## config.mk

```make
export PLATFORM = sky130hd
export DESIGN_NAME = q_argmax_seq
export DESIGN_NICKNAME = d
export VERILOG_FILES = /design/src/rtl/q_argmax_seq.sv
export SDC_FILE = /design/constraint.sdc
export NUM_CORES = 1
export LEC_CHECK = 0
export CAP_MARGIN = 20
export CELL_PAD_IN_SITES_DETAIL_PLACEMENT = 2
export CELL_PAD_IN_SITES_GLOBAL_PLACEMENT = 2
export CORE_MARGIN = 1
export CORE_UTILIZATION = 32
export CTS_CLUSTER_DIAMETER = 100
export CTS_CLUSTER_SIZE = 24
export DETAILED_ROUTE_END_ITERATION = 8
export PLACE_DENSITY = 0.86
export SLEW_MARGIN = 15
export SYNTH_ARGS = -nofsm -noshare
export SYNTH_HDL_FRONTEND = slang
export SYNTH_SLANG_ARGS = --single-unit
```

## constraint.sdc

```tcl
create_clock -name clk -period 4 [get_ports clk]
set_clock_uncertainty 0.1 [all_clocks]
set_input_delay 0.4 -clock clk [delete_from_list [all_inputs] [get_ports clk]]
set_output_delay 0.4 -clock clk [all_outputs]
set_load 0.05 [all_outputs]
```

## src/rtl/q_argmax_seq.sv

```systemverilog
`default_nettype none
// +--------------------------------------------------------------------------+
// | q_argmax_seq : sequential argmax/argmin over NUM_ACT Q-values, 1 elem/clk |
// | Revision     : 1.0                                                        |
// +--------------------------------------------------------------------------+
module q_argmax_seq #(
  parameter int DATA_W  = 32,
  parameter int NUM_ACT = 4,
  parameter int SIGNED  = 1,
  localparam int IDX_W  = $clog2(NUM_ACT)
) (
  input  logic                      clk,
  input  logic                      rst_n,
  input  logic                      in_valid,
  output logic                      in_ready,
  input  logic [NUM_ACT*DATA_W-1:0] q_vec,
  input  logic                      mode_min,
  output logic                      out_valid,
  input  logic                      out_ready,
  output logic [DATA_W-1:0]         best_q,
  output logic [IDX_W-1:0]          best_idx
);

  localparam logic [IDX_W-1:0] c_LAST = IDX_W'(NUM_ACT - 1);

  typedef enum logic [1:0] {
    S_IDLE = 2'd0,
    S_SCAN = 2'd1,
    S_DONE = 2'd2
  } state_t;

  state_t                      r_state;
  logic [NUM_ACT*DATA_W-1:0]   r_q;
  logic                        r_min;
  logic [IDX_W-1:0]            r_k;
  logic [DATA_W-1:0]           r_best_q;
  logic [IDX_W-1:0]            r_best_idx;

  logic [DATA_W-1:0]           w_elem [NUM_ACT];
  logic [DATA_W-1:0]           w_cand;
  logic                        w_gt;
  logic                        w_lt;
  logic                        w_better;

  for (genvar g = 0; g < NUM_ACT; g++) begin : g_unpack
    assign w_elem[g] = r_q[g*DATA_W +: DATA_W];
  end

  assign w_cand = w_elem[r_k];

  if (SIGNED != 0) begin : g_signed
    assign w_gt = $signed(w_cand) > $signed(r_best_q);
    assign w_lt = $signed(w_cand) < $signed(r_best_q);
  end else begin : g_unsigned
    assign w_gt = w_cand > r_best_q;
    assign w_lt = w_cand < r_best_q;
  end

  // Strict compare: ties leave the earlier (lower) index in place.
  assign w_better = r_min ? w_lt : w_gt;

  always_ff @(posedge clk or negedge rst_n) begin
    if (!rst_n) begin
      r_state    <= S_IDLE;
      r_q        <= '0;
      r_min      <= 1'b0;
      r_k        <= '0;
      r_best_q   <= '0;
      r_best_idx <= '0;
    end else begin
      case (r_state)
        S_IDLE: begin
          if (in_valid) begin
            r_q        <= q_vec;
            r_min      <= mode_min;
            r_best_q   <= q_vec[DATA_W-1:0];
            r_best_idx <= '0;
            r_k        <= IDX_W'(1);
            r_state    <= S_SCAN;
          end
        end
        S_SCAN: begin
          if (w_better) begin
            r_best_q   <= w_cand;
            r_best_idx <= r_k;
          end
          if (r_k == c_LAST) begin
            r_state <= S_DONE;
          end else begin
            r_k <= r_k + IDX_W'(1);
          end
        end
        S_DONE: begin
          if (out_ready) begin
            r_state <= S_IDLE;
          end
        end
        default: r_state <= S_IDLE;
      endcase
    end
  end

  assign in_ready  = (r_state == S_IDLE);
  assign out_valid = (r_state == S_DONE);
  assign best_q    = r_best_q;
  assign best_idx  = r_best_idx;

endmodule
`default_nettype wire

```

== Word level (Yosys, flattened, before mapping) ==
Cells that the tools add are included.
Widths: inputs -> output; s select.
Operators by class
  bitwise gates (word level): 1
  equal/unequal tests: 8
  add/subtract/negate cells: 1
  reduce and logical (&&, ||, !) cells: 6
  order comparisons: 3
  muxes and demuxes: 16
Operators with widths (count)
  $mux 32: 4
  $bmux 32 s2: 1
  $pmux 32 s2: 1
  $gt 32x32->1: 1
  $lt 32x32->1: 1
  $mux 2: 6
  $reduce_and 3->1: 3
  $ne 2x2->1 const B: 4
  $pmux 2 s2: 2
  $pmux 2 s3: 1
  $eq 2x2->1 const B: 2
  $ge 3x3->1 const B: 1
  $not 2->3: 1
  $add 2x1->2 const B: 1
  $eq 2x1->1 const B: 1
  $logic_not 2->1: 1
  $ne 2x1->1 const B: 1
  $reduce_and 2->1: 1
  $reduce_bool 2->1: 1
  $mux 1: 1
Storage, ports and cells
  input bits: 133
  word-level logic and storage cells: 41
  bits in registers: 167
  output and inout bits: 36

== Longest topological paths before layout ==
Gate-level depths: netlist of run 1.
  word-level depth: 8
  gate-level depth with buffers: 13
  depth with buffers taken out: 11

== Worst setup path after synthesis of run 1 ==
OpenSTA, ideal clock, no wires.
  path type: register to register
  from: register r_k[0]
  to: register r_best_idx[0] (netlist: best_idx[0])
  arrival: 3422 ps
  required time: 3821 ps
  period minus slack after synthesis: 3601 ps
  setup slack: 399 ps
  library setup time: 79 ps
  cell stages (with the launch flop): 13
  buffers on the path: 2
  path through: dfrtp_1 > clkbuf_1 > buf_2 > mux4_2 > ha_1 > a21oi_1 > nand2_1 > a221o_1 > o31ai_1 > nand2_1 > xor2_1 > mux2i_1 > mux2i_1
Between the ends
  longest elaborated chain between the ends: 8
  elaborated cells on any way between the ends: 11
  classes of those cells: order compare (2); eq/ne (1); mux (6); bitwise (1); reduce/logical (1)
Ends and longest elaborated chain
  from (decl): RTL line 35  | logic [IDX_W-1:0] r_k;
  from (signal assigned): RTL line 90  | r_k <= r_k + IDX_W'(1);
  $not 2->3 (not written as such): RTL line 49  | assign w_cand = w_elem[r_k];
  $bmux 32 s2: RTL line 49
  $mux 32 (not written as such) (2 in a row): RTL line 49
  $gt 32x32->1 / $lt 32x32->1 (equally long branches): RTL line 52, 53
  $mux 1: RTL line 60  | assign w_better = r_min ? w_lt : w_gt;
  $ne 2x2->1 (no source line)
  $reduce_and 3->1 (no source line)
  to (signal assigned): RTL line 85  | r_best_idx <= r_k;
  to (decl): RTL line 37  | logic [IDX_W-1:0] r_best_idx;
Several ways; a longest one is shown, not always the timed one. The select of a mux whose other input is x is not followed.
A chain may end at the register's enable or synchronous reset.

== Worst setup path in the final report of run 1 ==
  from: register r_k[1]
  to: register r_best_q[31] (netlist: best_q[31])
Between the ends
  longest elaborated chain between the ends: 8
  elaborated cells on any way between the ends: 11
  classes of those cells: order compare (2); eq/ne (1); mux (6); bitwise (1); reduce/logical (1)
Ends and longest elaborated chain
  $not 2->3 (not written as such) (*): RTL line 49
  $bmux 32 s2 (*): RTL line 49
  $mux 32 (not written as such) (*) (2 in a row): RTL line 49
  $gt 32x32->1 / $lt 32x32->1 (equally long branches): RTL line 52, 53
  $mux 1: RTL line 60
  $ne 2x2->1 (no source line)
  $reduce_and 3->1 (no source line)
  to (signal assigned): RTL line 76  | r_best_q <= q_vec[DATA_W-1:0];
  to (signal assigned): RTL line 84  | r_best_q <= w_cand;
  to (decl): RTL line 36  | logic [DATA_W-1:0] r_best_q;
Every way passes the cells marked *; elsewhere a longest branch is shown, timed or not. The select of a mux whose other input is x is not followed.

==> run_results.csv, run 1 <==
group,metric,value,unit
status,status,"finished clean",
final_layout,seq_area,4187,um2
sta,tns,0,ns
logic_synthesis,synth-seq-cells,167,
critical_path,crit_family,"compound AO/OA/AOI/OAI gates",
logic_synthesis,synth.distinct_cells,43,
global_routing,grt_max_degree,91,
sta,drv_slew,0,
clock_network,cts_tree,"built",
critical_path,path_max_fanout,11,
critical_path,cp.required,4.24,ns
clock_network,numCtsBuffers,17,
critical_path,cp_slowest_cell,"dfrtp_4",
logic_synthesis,synth_area,8297,um2
logic_synthesis,synth_edf_count,0,
sta,max-slew-margin-rel,42.63,%
logic_synthesis,yosysTopAreaCell,"dfrtp_1",
sta,tightest_slew,0.8605,ns
critical_path,cpMostUsedCell,"buf_4",
sta,hold_viol_final,0,
critical_path,cp-start-kind,"register",
logic_synthesis,ys.flop_type,"dfrtp_1",
route,drtAntennaViolNets,0,
power,p_per_area,1033,nW/um2
global_routing,antenna_found_initial,0,
route,wl_per_cell,19.79,um
critical_path,setup.worst_path.class,"reg2reg",
sta,post-route-period-util,95.81,%
critical_path,crit_buf_inv,2,
final_layout,nFillCells,2696,
final_layout,nNetsFinal,1166,
global_routing,grt-ovfl-total,0,
placement,dp_hpwl,19010,um
critical_path,setup.worst_path.end_class,"register",
sta,fmax,260.9,MHz
route,drc,0,
power,leakagePower,5.404,nW
logic_synthesis,syn_nets,1008,
route,routed_wirelength,26560,um
final_layout,drive_above_1_share,8.893,%
clock_network,clk_latency,0.43,ns
clock_network,cts-root-buf,"clkbuf_16",
global_routing,grtUsageTotal,21.03,%
floorplan,num_io_pins,169,
floorplan,die-area,26580,um2
sta,setup_viol,0,
route,vias,6630,
logic_synthesis,synth_seq_area_share,50.37,%
clock_network,cts_sinks,167,
clock_network,clockBufferDepth,2,
critical_path,worstPathArrival,4.07,ns
floorplan,num_rows,58,
logic_synthesis,synth_top_area_share,50.37,%
final_layout,area_growth,32.03,%
floorplan,start_util,32.76,%
placement,numPortBuffers,168,
clock_network,cts_max_level,4,
power,ir_drop,549.7,uV
final_layout,final_common_cell,"nand2_1",
route,via_per_inst,4.940,
floorplan,core_area,25330,um2
global_routing,first_global_vias,7652,
sta,fin_crit,3.832,ns
sta,rsz0062_at_grt,"no",
logic_synthesis,avgSynthCellArea,9.854,um2
min_path,hold_path_class,"reg2reg",
critical_path,worstPathCellList,"buf_4 > mux4_2 > ha_1 > a21oi_1 > o21ai_0 > a221o_1 > o31ai_1 > nand2_1 > a21o_1 > nand2_4 > buf_4 > mux2i_1",
logic_synthesis,synth_area_leaders,"dfrtp_1 50%, nand2_1 18%, mux4_2 8.7%",
critical_path,cp_slowest_stage_delay,0.57,ns
clock_network,clk_pin_slew,0.07,ns
final_layout,fin_util,43.25,%
logic_synthesis,ys_async_sr_fraction,100.0,%
power,total_power,11.32,mW
global_routing,grt_pass1_wl,42100,um
final_layout,multiInputGateArea,3756,um2
route,dr.pass1.iters,4,
logic_synthesis,yosysWarningCount,0,
logic_synthesis,synthCells,842,
run,max_cap_violations,0,
floorplan,fp.dieW,163.0,um
route,drt_iter0_drc,241,
floorplan,die_y,163.0,um
final_layout,antennaDiodeCount,0,
final_layout,final_cell_mix,"399 x nand2_1, 167 x clkdlybuf4s50_1, 165 x dfrtp_1",
placement,gp_congestion,0.7605,
==> kinds of logic (layout without fill, tap and decap cells) <==
group                    after synthesis  count (layout)  synth area share [%]
AND/OR/NAND/NOR                      430             430                 20.93
flip-flops                           167             167                 50.37
multiplexers                          97              97                 16.53
buffers and inverters                 81             251                 4.539
adder cells (fa/ha/maj)               33              33                 4.977
AO/OA/AOI/OAI                         33              33                 2.549
XOR/XNOR                               1               1                0.1056
==> worst min-delay path: cells and delay by family (launching register included) <==
kind | cells | cell delay (ns)
flip-flops | 1 | 0.34
AND/OR/NAND/NOR | 2 | 0.11
==> through the flow <==
stage	cells	setup WS, ns	hold slack (ns)	cell area (um2)
after floorplan	842	0.3989	0.004409	8297
after global placement	1307	0.2382	0.3532	10320
after detailed placement	1307	0.04445	0.3618	10320
after CTS	1342	0.1198	0.3802	10950
after global routing	1342	0.03287	0.3909	10950
final	1342	0.1677	0.3809	10950
==> cell type report <==
cell class | instances | area share [%]
repair buffers | 184 | 17.09
clock inverters | 9 | 1.074
inverters | 36 | 1.234
clock buffers | 22 | 4.329
well taps | 330 | 3.769
multi-input cells | 594 | 34.29
flip-flops and latches | 167 | 38.22
==> power by group <==
part	switching (mW)	total (mW)	internal (mW)	leakage (nW)
clock	0.706	1.68	0.973	0.279
sequential	0.617	3.18	2.57	2.06
combinational	3.75	6.45	2.71	3.07
total	5.07	11.3	6.25	5.40
==> registers in the layout, summed over array words and instances (netlist names) <==
| name | count |
|---|---|
| r_min | 1 |
| r_q | 128 |
| r_k | 2 |
| r_state | 2 |
| best_q | 32 |
| best_idx | 2 |
==> per-layer routing <==
metal,part of all wire (%),vias to the layer above,global-route usage [%]
met1,42,3364,25.71
met5,0,-,0
met2,51,171,37.23
li1,-,3058,-
met4,2.1,0,7.052
met3,4.2,37,3.707
==> path summary, 6_finish.rpt <==
| check | from | end | slack (ns) | depth (start not counted) |
|---|---|---|---|---|
| min reg2reg | r_q[124] | r_q[124] | 0.38 | 2 |
| min | r_q[124] | r_q[124] | 0.38 | 2 |
| min in group asynchronous | rst_n | r_q[2] | 0.55 | 2 |
| max | r_k[1] | best_q[31] | 0.17 | 12 |
| max in group asynchronous | rst_n | r_k[0] | 2.31 | 3 |
| max reg2reg | r_k[1] | best_q[31] | 0.17 | 12 |
==> cells in the mapped netlist (2+ instances only) <==
cell type  count
a21o_1         4
buf_2          4
nand4_2        2
buf_12         3
buf_1          2
mux2i_1       65
o21ai_0        4
nand4_4        2
ha_1          33
nand4_1        4
dfrtp_1      167
nand2_1      399
a21oi_1       14
nor3_1         2
inv_1         36
mux4_2        32
nor2b_1        3
nor2_1         5
clkbuf_1      34
nand3_1        4
==> repair_timing <==
item | CTS | global route
hold buffers | 1 | 0
buffers inserted | 3 | 0
hold endpoints to repair | 25 | 0
endpoints found under the setup margin | 22 | 3
gates cloned | 0 | 0
gates resized for setup | 1 | 2
Power figures use the tool's default switching activity.
==> run 2, diff against run 1 <==
--- a/config.mk
+++ b/config.mk
@@ -9,11 +9,11 @@
 export CELL_PAD_IN_SITES_DETAIL_PLACEMENT = 2
 export CELL_PAD_IN_SITES_GLOBAL_PLACEMENT = 2
 export CORE_MARGIN = 1
-export CORE_UTILIZATION = 32
+export CORE_UTILIZATION = 29
 export CTS_CLUSTER_DIAMETER = 100
 export CTS_CLUSTER_SIZE = 24
 export DETAILED_ROUTE_END_ITERATION = 8
-export PLACE_DENSITY = 0.86
+export PLACE_DENSITY = 0.83
 export SLEW_MARGIN = 15
 export SYNTH_ARGS = -nofsm -noshare
 export SYNTH_HDL_FRONTEND = slang
==> constraint.sdc (replaced) <==
create_clock -name clk -period 3.2 [get_ports clk]
set_clock_uncertainty 0.1 [all_clocks]
set_input_delay 0.32 -clock clk [delete_from_list [all_inputs] [get_ports clk]]
set_output_delay 0.32 -clock clk [all_outputs]
set_load 0.05 [all_outputs]
==> run 2 against run 1 <==
  * The flow now finishes with violations (setup timing)
  * Utilization decreased by 2.1 points
  * Maximum frequency up 7.3%
  * Power grew 36%
  * Sequential share of layout area decreased by 1.9 points
  * Wire length is 4.8% higher
  * Flip-flop and latch count did not move
  * Combinational power grew 47%
  * Via count increased by 2.2%
  * Cell count grew 5.9%
  * Clock power grew 17%
  * Die area rose by 10%
  * Critical path type unchanged
  * Largest cell class unchanged
  * Largest power group unchanged
  * Highest routed layer unchanged
==> run_results.csv, run 2 (synthesized netlist as in run 1, its figures left out) <==
group,metric,value,unit
critical_path,cp.required,3.44,ns
power,p_seq_share,25.5,%
clock_network,numCtsBuffers,17,
route,dr.pass1.iters,4,
power,leakagePower,5.568,nW
critical_path,cp_slowest_cell,"mux4_2",
placement,gp_congestion,0.7691,
clock_network,clk_latency,0.44,ns
route,routed_wirelength,27840,um
critical_path,rr_endpoint,"best_q[15]",
final_layout,largest_register_ffs,128,
route,drc,0,
critical_path,cp-start-kind,"register",
final_layout,stdcell_count,1421,
sta,fin_ws,-0.3703,ns
sta,drv_slew,0,
route,wl_per_cell,19.59,um
sta,hold_viol_final,0,
clock_network,cts-root-buf,"clkbuf_16",
sta,finalHoldWorstSlack,0.3087,ns
clock_network,cts_tree,"built",
placement,dp_hpwl,19510,um
critical_path,reg2reg_slack,-0.37,ns
sta,fin_crit,3.570,ns
critical_path,worstPathCellList,"buf_4 > buf_12 > buf_4 > mux4_2 > ha_4 > nand4_4 > nor4_4 > a211oi_2 > or3_1 > a21o_1 > nand2_4 > buf_12 > mux2i_4",
route,drtAntennaViolNets,0,
placement,place_area,10580,um2
global_routing,antenna_found_initial,1,
sta,rsz0062_at_grt,"yes",
power,clkPwrFrac,12.8,%
placement,pre_cts_ws,-0.4204,ns
final_layout,drive_above_1_share,13.24,%
global_routing,grt_pass1_wl,42900,um
global_routing,grtUsageTotal,19.65,%
power,ir_drop,752.3,uV
final_layout,largest_register,"r_q",
run,max_cap_violations,0,
sta,tns,-9.505,ns
route,drt_iter0_drc,293,
final_layout,final_common_cell,"nand2_1",
route,via_per_inst,4.767,
placement,numPortBuffers,168,
floorplan,start_util,29.70,%
floorplan,core_area,27930,um2
global_routing,grt_max_degree,96,
clock_network,cts_max_level,4,
power,power.switching,6.741,mW
min_path,hold_path_class,"in2reg",
final_layout,nFillCells,2966,
sta,tightest_slew,0.6724,ns
critical_path,rr_worst_depth,13,
critical_path,rr_startpoint,"r_k[0]",
final_layout,final_cell_mix,"398 x nand2_1, 167 x clkdlybuf4s50_1, 165 x dfrtp_1",
power,p_sw_share,43.77,%
power,p_per_area,1339,nW/um2
global_routing,grt-ovfl-total,0,
clock_network,clockBufferDepth,2,
floorplan,num_rows,61,
floorplan,num_io_pins,169,
final_layout,area_growth,38.68,%
floorplan,die-area,29290,um2
final_layout,stdcell_area,11510,um2
sta,max-slew-margin-rel,55.17,%
critical_path,cp_slowest_stage_delay,0.48,ns
final_layout,nNetsFinal,1196,
clock_network,clk_pin_slew,0.07,ns
global_routing,first_global_vias,7714,
critical_path,cp-endpoint,"best_q[15]",
floorplan,fp.dieW,171.1,um
critical_path,critical_path.startpoint,"r_k[0]",
route,vias,6774,
placement,dp.cells,1370,
critical_path,setup.worst_path.class,"reg2reg",
status,failed_checks,"setup timing",
final_layout,multiInputGateArea,3939,um2
critical_path,worstPathArrival,3.81,ns
critical_path,setup.worst_path.end_class,"register",
sta,post-route-period-util,111.6,%
power,intPower,8.661,mW
sta,setup_viol,34,
floorplan,die_y,171.1,um
status,status,"complete, but fails checks",
clock_network,cts_sinks,167,
sta,fmax,280.1,MHz
critical_path,path_max_fanout,8,
final_layout,seq_area,4182,um2
power,power_frac_comb,61.7,%
-- run 2: cell count changes in the layout (fill, tap and decap cells not counted), sizes merged --
cell	before	now
clkinv	2	3
buf	16	44
clkinvlp	3	4
diode	0	1
clkbuf	22	25
bufinv	2	1
inv	38	36
-- run 2: final cells by class --
cell class	count	area share (%)
inverters	36	1.174
well taps	378	4.110
repair buffers	214	19.40
clock inverters	8	0.6525
multi-input cells	594	34.23
flip-flops and latches	167	36.34
clock buffers	23	4.067
diodes	1	0.02175
-- run 2: worst min path at each step --
| stage | startpoint | endpoint | depth (start not counted) |
|---|---|---|---|
| after floorplan | rst_n | best_idx[0] | 0 |
| after global placement | rst_n | r_q[29] | 1 |
| after detailed placement | rst_n | r_q[29] | 1 |
| after CTS | q_vec[81] | r_q[81] | 3 |
| after global routing | q_vec[81] | r_q[81] | 3 |
| final | q_vec[43] | r_q[43] | 3 |
-- run 2: worst max-delay path: cells and delay by family (launching register included) --
kind                     cells  cell delay (ns)
AND/OR/NAND/NOR              4             0.96
multiplexers                 2             0.73
buffers and inverters        4             0.59
adder cells (fa/ha/maj)      1             0.31
AO/OA/AOI/OAI                2             0.34
flip-flops                   1             0.43
-- run 2: power groups by stage --
stage	combinational (mW)	sequential (mW)	clock [mW]
floorplan	5.48	4.36	0
global placement	8.33	3.88	0
detailed placement	8.83	3.93	0
CTS	9.23	3.93	2.02
global route	10.3	4.03	2.08
finish	9.51	3.93	1.97
-- run 2: metal layers --
| layer | vias to the layer above | wire (um) | GRT usage [%] | part of all wire [%] |
|---|---|---|---|---|
| met5 | - | 0 | 0 | 0 |
| met4 | 0 | 467 | 5.862 | 1.7 |
| met3 | 33 | 1136 | 4.118 | 4.1 |
| met2 | 157 | 14850 | 35.98 | 53 |
| met1 | 3464 | 11380 | 22.82 | 41 |
| li1 | 3120 | - | - | - |
-- run 2: timing repair --
action,CTS,global route
hold buffers,1,0
pin swaps,5,8
endpoints found under the setup margin,34,34
endpoints found under the hold margin,57,0
buffers inserted,5,11
gates cloned,0,2
gates resized for setup,15,11
-- run 2: through the flow --
step	power, mW	utilization [%]
global placement	12.21	37.88
floorplan	9.840	-
finish	15.40	41.19
global route	16.39	41.18
CTS	15.18	40.35
detailed placement	12.76	37.88
